### src/rtl/fir_output_buffer.sv
// Output stage of the transposed FIR chain: decimates the final tap sum and buffers kept
// samples in a first-word-fall-through FIFO with a valid/ready stream and a sticky drop flag.
module fir_output_buffer #(
  parameter int DATA_WIDTH = 24,
  parameter int DECIM      = 1,
  parameter int FIFO_DEPTH = 8
) (
  input  logic                                i_clk,
  input  logic                                i_rst_n,
  input  logic                                i_sum_valid,
  input  logic signed [DATA_WIDTH-1:0]        iv_sum,
  input  logic                                i_flush,
  input  logic                                i_clr_ovf,
  input  logic                                i_ready,
  output logic                                o_valid,
  output logic signed [DATA_WIDTH-1:0]        ov_data,
  output logic        [$clog2(FIFO_DEPTH):0]  ov_level,
  output logic                                o_overflow
);

  localparam int PTR_W = $clog2(FIFO_DEPTH);
  localparam int LVL_W = PTR_W + 1;
  localparam int PH_W  = (DECIM > 1) ? $clog2(DECIM) : 1;
  localparam logic [PH_W-1:0]  PH_LAST  = PH_W'(DECIM - 1);
  localparam logic [LVL_W-1:0] LVL_FULL = LVL_W'(FIFO_DEPTH);

  logic signed [DATA_WIDTH-1:0] mem_q [FIFO_DEPTH];
  logic        [PTR_W-1:0]      wr_ptr_q, wr_ptr_d;
  logic        [PTR_W-1:0]      rd_ptr_q, rd_ptr_d;
  logic        [LVL_W-1:0]      level_q, level_d;
  logic        [PH_W-1:0]       phase_q, phase_d;
  logic                         valid_q, valid_d;
  logic signed [DATA_WIDTH-1:0] data_q, data_d;
  logic                         ovf_q, ovf_d;
  logic                         keep_s, full_s, push_s, pop_s, drop_s;

  // Next-state logic for decimation, FIFO bookkeeping and the registered head.
  always_comb begin
    keep_s = i_sum_valid && (phase_q == '0);
    full_s = (level_q == LVL_FULL);
    pop_s  = (level_q != '0) && i_ready && !i_flush;
    push_s = keep_s && (!full_s || pop_s) && !i_flush;
    drop_s = keep_s && full_s && !pop_s && !i_flush;

    phase_d = phase_q;
    if (i_flush) begin
      phase_d = '0;
    end else if (i_sum_valid) begin
      phase_d = (phase_q == PH_LAST) ? '0 : phase_q + PH_W'(1);
    end else begin
      phase_d = phase_q;
    end

    wr_ptr_d = push_s ? wr_ptr_q + PTR_W'(1) : wr_ptr_q;
    rd_ptr_d = pop_s  ? rd_ptr_q + PTR_W'(1) : rd_ptr_q;

    case ({push_s, pop_s})
      2'b10:   level_d = level_q + LVL_W'(1);
      2'b01:   level_d = level_q - LVL_W'(1);
      default: level_d = level_q;
    endcase

    // The new head may be the sample being written this very edge.
    if (i_flush) begin
      data_d = '0;
    end else if (level_d == '0) begin
      data_d = data_q;
    end else if (push_s && (wr_ptr_q == rd_ptr_d)) begin
      data_d = iv_sum;
    end else begin
      data_d = mem_q[rd_ptr_d];
    end

    if (i_flush) begin
      wr_ptr_d = '0;
      rd_ptr_d = '0;
      level_d  = '0;
    end else begin
      wr_ptr_d = wr_ptr_d;
      rd_ptr_d = rd_ptr_d;
      level_d  = level_d;
    end

    valid_d = (level_d != '0);

    if (drop_s) begin
      ovf_d = 1'b1;
    end else if (i_clr_ovf) begin
      ovf_d = 1'b0;
    end else begin
      ovf_d = ovf_q;
    end
  end

  // Control and output registers.
  always_ff @(posedge i_clk or negedge i_rst_n) begin
    if (!i_rst_n) begin
      wr_ptr_q <= '0;
      rd_ptr_q <= '0;
      level_q  <= '0;
      phase_q  <= '0;
      valid_q  <= 1'b0;
      data_q   <= '0;
      ovf_q    <= 1'b0;
    end else begin
      wr_ptr_q <= wr_ptr_d;
      rd_ptr_q <= rd_ptr_d;
      level_q  <= level_d;
      phase_q  <= phase_d;
      valid_q  <= valid_d;
      data_q   <= data_d;
      ovf_q    <= ovf_d;
    end
  end

  // Sample storage; contents are qualified by the level, so no reset is needed.
  always_ff @(posedge i_clk) begin
    if (push_s) begin
      mem_q[wr_ptr_q] <= iv_sum;
    end
  end

  assign o_valid    = valid_q;
  assign ov_data    = data_q;
  assign ov_level   = level_q;
  assign o_overflow = ovf_q;

endmodule

### config.mk
export PLATFORM = sky130hd
export DESIGN_NAME = fir_output_buffer
export DESIGN_NICKNAME = d
export VERILOG_FILES = /design/src/rtl/fir_output_buffer.sv
export SDC_FILE = /design/constraint.sdc
export NUM_CORES = 1
export LEC_CHECK = 0
export CAP_MARGIN = 30
export CORE_ASPECT_RATIO = 0.75
export CORE_MARGIN = 3
export CORE_UTILIZATION = 55
export CTS_CLUSTER_SIZE = 8
export DETAILED_ROUTE_END_ITERATION = 16
export GPL_TIMING_DRIVEN = 0
export PLACE_DENSITY = 0.84
export SETUP_SLACK_MARGIN = 0.5
export SKIP_CTS_REPAIR_TIMING = 1
export SYNTH_ARGS = -nofsm -noshare
export SYNTH_HDL_FRONTEND = slang
export SYNTH_SLANG_ARGS = --single-unit
### constraint.sdc
create_clock -name i_clk -period 11.01 [get_ports i_clk]
set_input_delay 1.6515 -clock i_clk [delete_from_list [all_inputs] [get_ports i_clk]]
set_output_delay 1.6515 -clock i_clk [all_outputs]
set_load 0.1 [all_outputs]
==> results.md <==
- Status: finished clean
- Critical path class: in2reg
- Vias: 9,623
- Crit-path most repeated cell: clkbuf_1
- Synth Register Bits: ~230
- Core area: 0.02130 mm2
- Vias in the first global route: 9,516
- Max Clock Freq: between 100 and 150 MHz
- Final setup skew: ~0.022 ns
- Max-cap violations: 0
- Reg2reg start: ov_level[0]$_DFF_PN0_
- Commonest cells post-synth: edfxtp_1, mux2i_1, nor2_1
- TritonCTS Sinks: 228
- Max-slew violation count: 0
- Crit path arrival time: 7.35 ns
- Crit. Startpoint: i_flush
- Nature of the critical path endpoint: register
- Die W: 176.4 um
- Post-Synthesis Net Count: 993
- Port Buf Inserts: 59
- Final HPWL DP: 24,570 um
- CTS Root Cell: clkbuf_16
- Layout Utilization: 66.84%
- CP startpoint kind: input port
- Layout Area Growth over Synthesis: 18.78%
- H-tree Lvls: 2
- First-pass GRT wire length: approximately 55,000 um
- GR Util met2: around 48%
- Post-synth ARST share: roughly 16%
- Maximum vdd drop: 0.1386 mV
- Req. time, crit path: 11.38 ns
- Leakage: about 4.6 nW
- Routed wire length: 37,440 um
- Crit-path cells: clkdlybuf4s50_1 -> nor2b_1 -> nand2_4 -> inv_4 -> clkbuf_1 -> clkbuf_1 -> ha_1 -> xor2_1 -> ha_1 -> a21oi_1 -> mux2i_1 -> xor2_1 -> nand4_1 -> nor2b_1 -> clkbuf_1 -> buf_2 -> a221o_1
- Router iterations before antenna repair: 7
- Inserted Diodes: 0
- Final hold slack: about 0.55 ns
- Synth Instances: between 900 and 1,000
- Final #Nets: 1,112
- Post-synthesis sequential area ratio: 55.63%
- Slew @ Worst Pin: 1.010 ns
- Starting Density: 56.27%
- Hold Path Class: reg2reg
- CTS tree: yes
- Unique masters post-synth: 47
- RSZ-0062 raised after global routing: false
- CTS buffer count: 34
- DRC: 0
- Syn Area/Cell: 12.51 um2
- Die area: 0.02361 mm2
- Cell area after layout: between 0.01 and 0.015 mm2
- Total GRT Usage: 31.24%
- Ys Warns: 0
- Placed cell count: 1,326
- Final Hold Viols: 0
- IO Pins: 60
- GRT busiest layer: met2
- Initial DRC Count: 1,710
- Top FF cell, synth: edfxtp_1
- Antenna-violating nets left: 0
- Final min period: 6.980 ns
- Bufs on Longest Clock Path: 3
- Site Rows: 46
- Crit-path max cell delay: around 0.64 ns
- Top cells by area, synth: edfxtp_1, mux2i_1, dfrtp_1
- Die height: 133.8 um
- PD cells: about 180 mW/mm2
- Antenna violations before repair: 0
- CP max FO: 11
- Slew margin rel.: 32.28%
- Met1 global-route usage: 42.09%
- Setup-failing EPs final: 0
- Global routing usage on met3: under 10%
- Clock transition at path regs: 0.05 ns
- Post-synth top area cell: edfxtp_1
- Final setup TNS: 0 ns
- Top-area cell type share of the netlist area: 48.12%
- Insertion delay to the later sink of the worst-skew pair: 0.52 ns
- Fin crit share: 63.39%
- Slowest stage cell on the critical path: clkbuf_1
- Post-synth EDFFs: 192
- Synthesized cell area: 0.01198 mm2
- Layout cells sized above 1: between 10% and 20%
- Via density: 6.928
- Cell Count, Final, Fillers Out: between 1,000 and 1,500
- Largest net degree at the start of global routing: 28
- Hold path start: o_overflow$_DFFE_PN0P_
- Gpl congestion: 0.9502
- WL per Instance: 26.95 um
- Total global routing overflow: 0
- Placed Area: 0.01320 mm2
- Count leader, synth: edfxtp_1
## final timing paths
kind | end | slack, ns | cells after the start
min in group asynchronous | ov_data[18]$_DFFE_PN0P_ | 1.03 | 1
hold reg to reg | o_overflow$_DFFE_PN0P_ | 0.55 | 2
setup reg to reg | ov_data[16]$_DFFE_PN0P_ | 5.51 | 17
setup / recovery | ov_data[16]$_DFFE_PN0P_ | 4.03 | 17
max in group asynchronous | ov_data[13]$_DFFE_PN0P_ | 9.47 | 2
hold / removal | o_overflow$_DFFE_PN0P_ | 0.55 | 2
## layout by cell type, fill, tap and decap left out, types with 6 or more instances in the layout
master	netlist	final
nor2_1	78	77
clkdlybuf4s50_1	0	58
buf_6	5	18
a211oi_1	44	44
o22ai_1	22	22
mux4_2	6	6
a221o_1	24	24
o21bai_1	22	22
clkbuf_1	48	70
nand2_1	37	37
edfxtp_1	192	192
buf_4	0	8
clkbuf_16	0	34
a221oi_1	22	22
buf_2	20	21
dfrtp_1	36	36
mux2_2	6	6
o31ai_1	23	23
nor3_1	25	23
mux2i_1	181	181
o22a_1	22	22
nor4_1	23	22
nor3b_1	27	25
o21ai_0	24	24
xor2_1	11	11
buf_1	16	16
## registers in the layout, indices dropped and copies added (netlist names)
register / flops
mem_q: 192
ov_data: 24
ov_level: 4
rd_ptr_q: 3
wr_ptr_q: 3
o_overflow: 1
o_valid: 1
## where the power goes
| part | total [mW] | internal (mW) | switching (mW) |
|---|---|---|---|
| sequential | 0.996 | 0.976 | 0.0198 |
| clock | 0.978 | 0.602 | 0.377 |
| combinational | 0.608 | 0.185 | 0.423 |
## routing by layer
metal	vias up	share of wire [%]
li1	4028	-
met5	-	0
met2	804	45
met1	4628	37
met4	0	4.3
met3	163	14
## cell families (layout without fill, tap and decap cells)
| kind of cell | after synthesis | in the layout | share of synthesized area [%] |
|---|---|---|---|
| AOI/OAI and AO/OA | 214 | 214 | 13.66 |
| xor gates and xnor gates | 14 | 14 | 1.023 |
| adders and majority gates | 5 | 5 | 0.5221 |
| buffers and inverters | 95 | 238 | 3.519 |
| DFF | 228 | 228 | 55.63 |
| muxes | 193 | 193 | 16.81 |
| and+or+nand+nor | 209 | 209 | 8.834 |
## worst max-delay path, delay by kind of cell
kind,cells,cell delay (ns)
adder cells (fa/ha/maj),2,0.61
multiplexers,1,0.28
XOR/XNOR,2,0.36
AO/OA/AOI/OAI,2,0.56
AND/OR/NAND/NOR,4,1.58
buffers and inverters,6,2.29
## through the flow
| step | worst slack (ns) | total power, mW |
|---|---|---|
| 2_1_floorplan | 5.226 | 1.426 |
| 3_3_place_gp | 1.529 | 1.586 |
| 3_5_place_dp | 3.835 | 1.600 |
| 4_1_cts | 4.184 | 2.570 |
| 5_1_grt | 3.844 | 2.650 |
| 6_report | 4.030 | 2.582 |
## layout make-up
cell class	count	area, um2
inverter	6	25.02
multi-input combinational	635	4941
clock inverter	4	63.81
sequential	228	6666
tap	288	360.3
fill	1488	7062
timing repair buffer	83	847.1
buffer	89	396.6
clock buffer	56	933.4
Note: power is estimated with default switching activity, not from simulation.
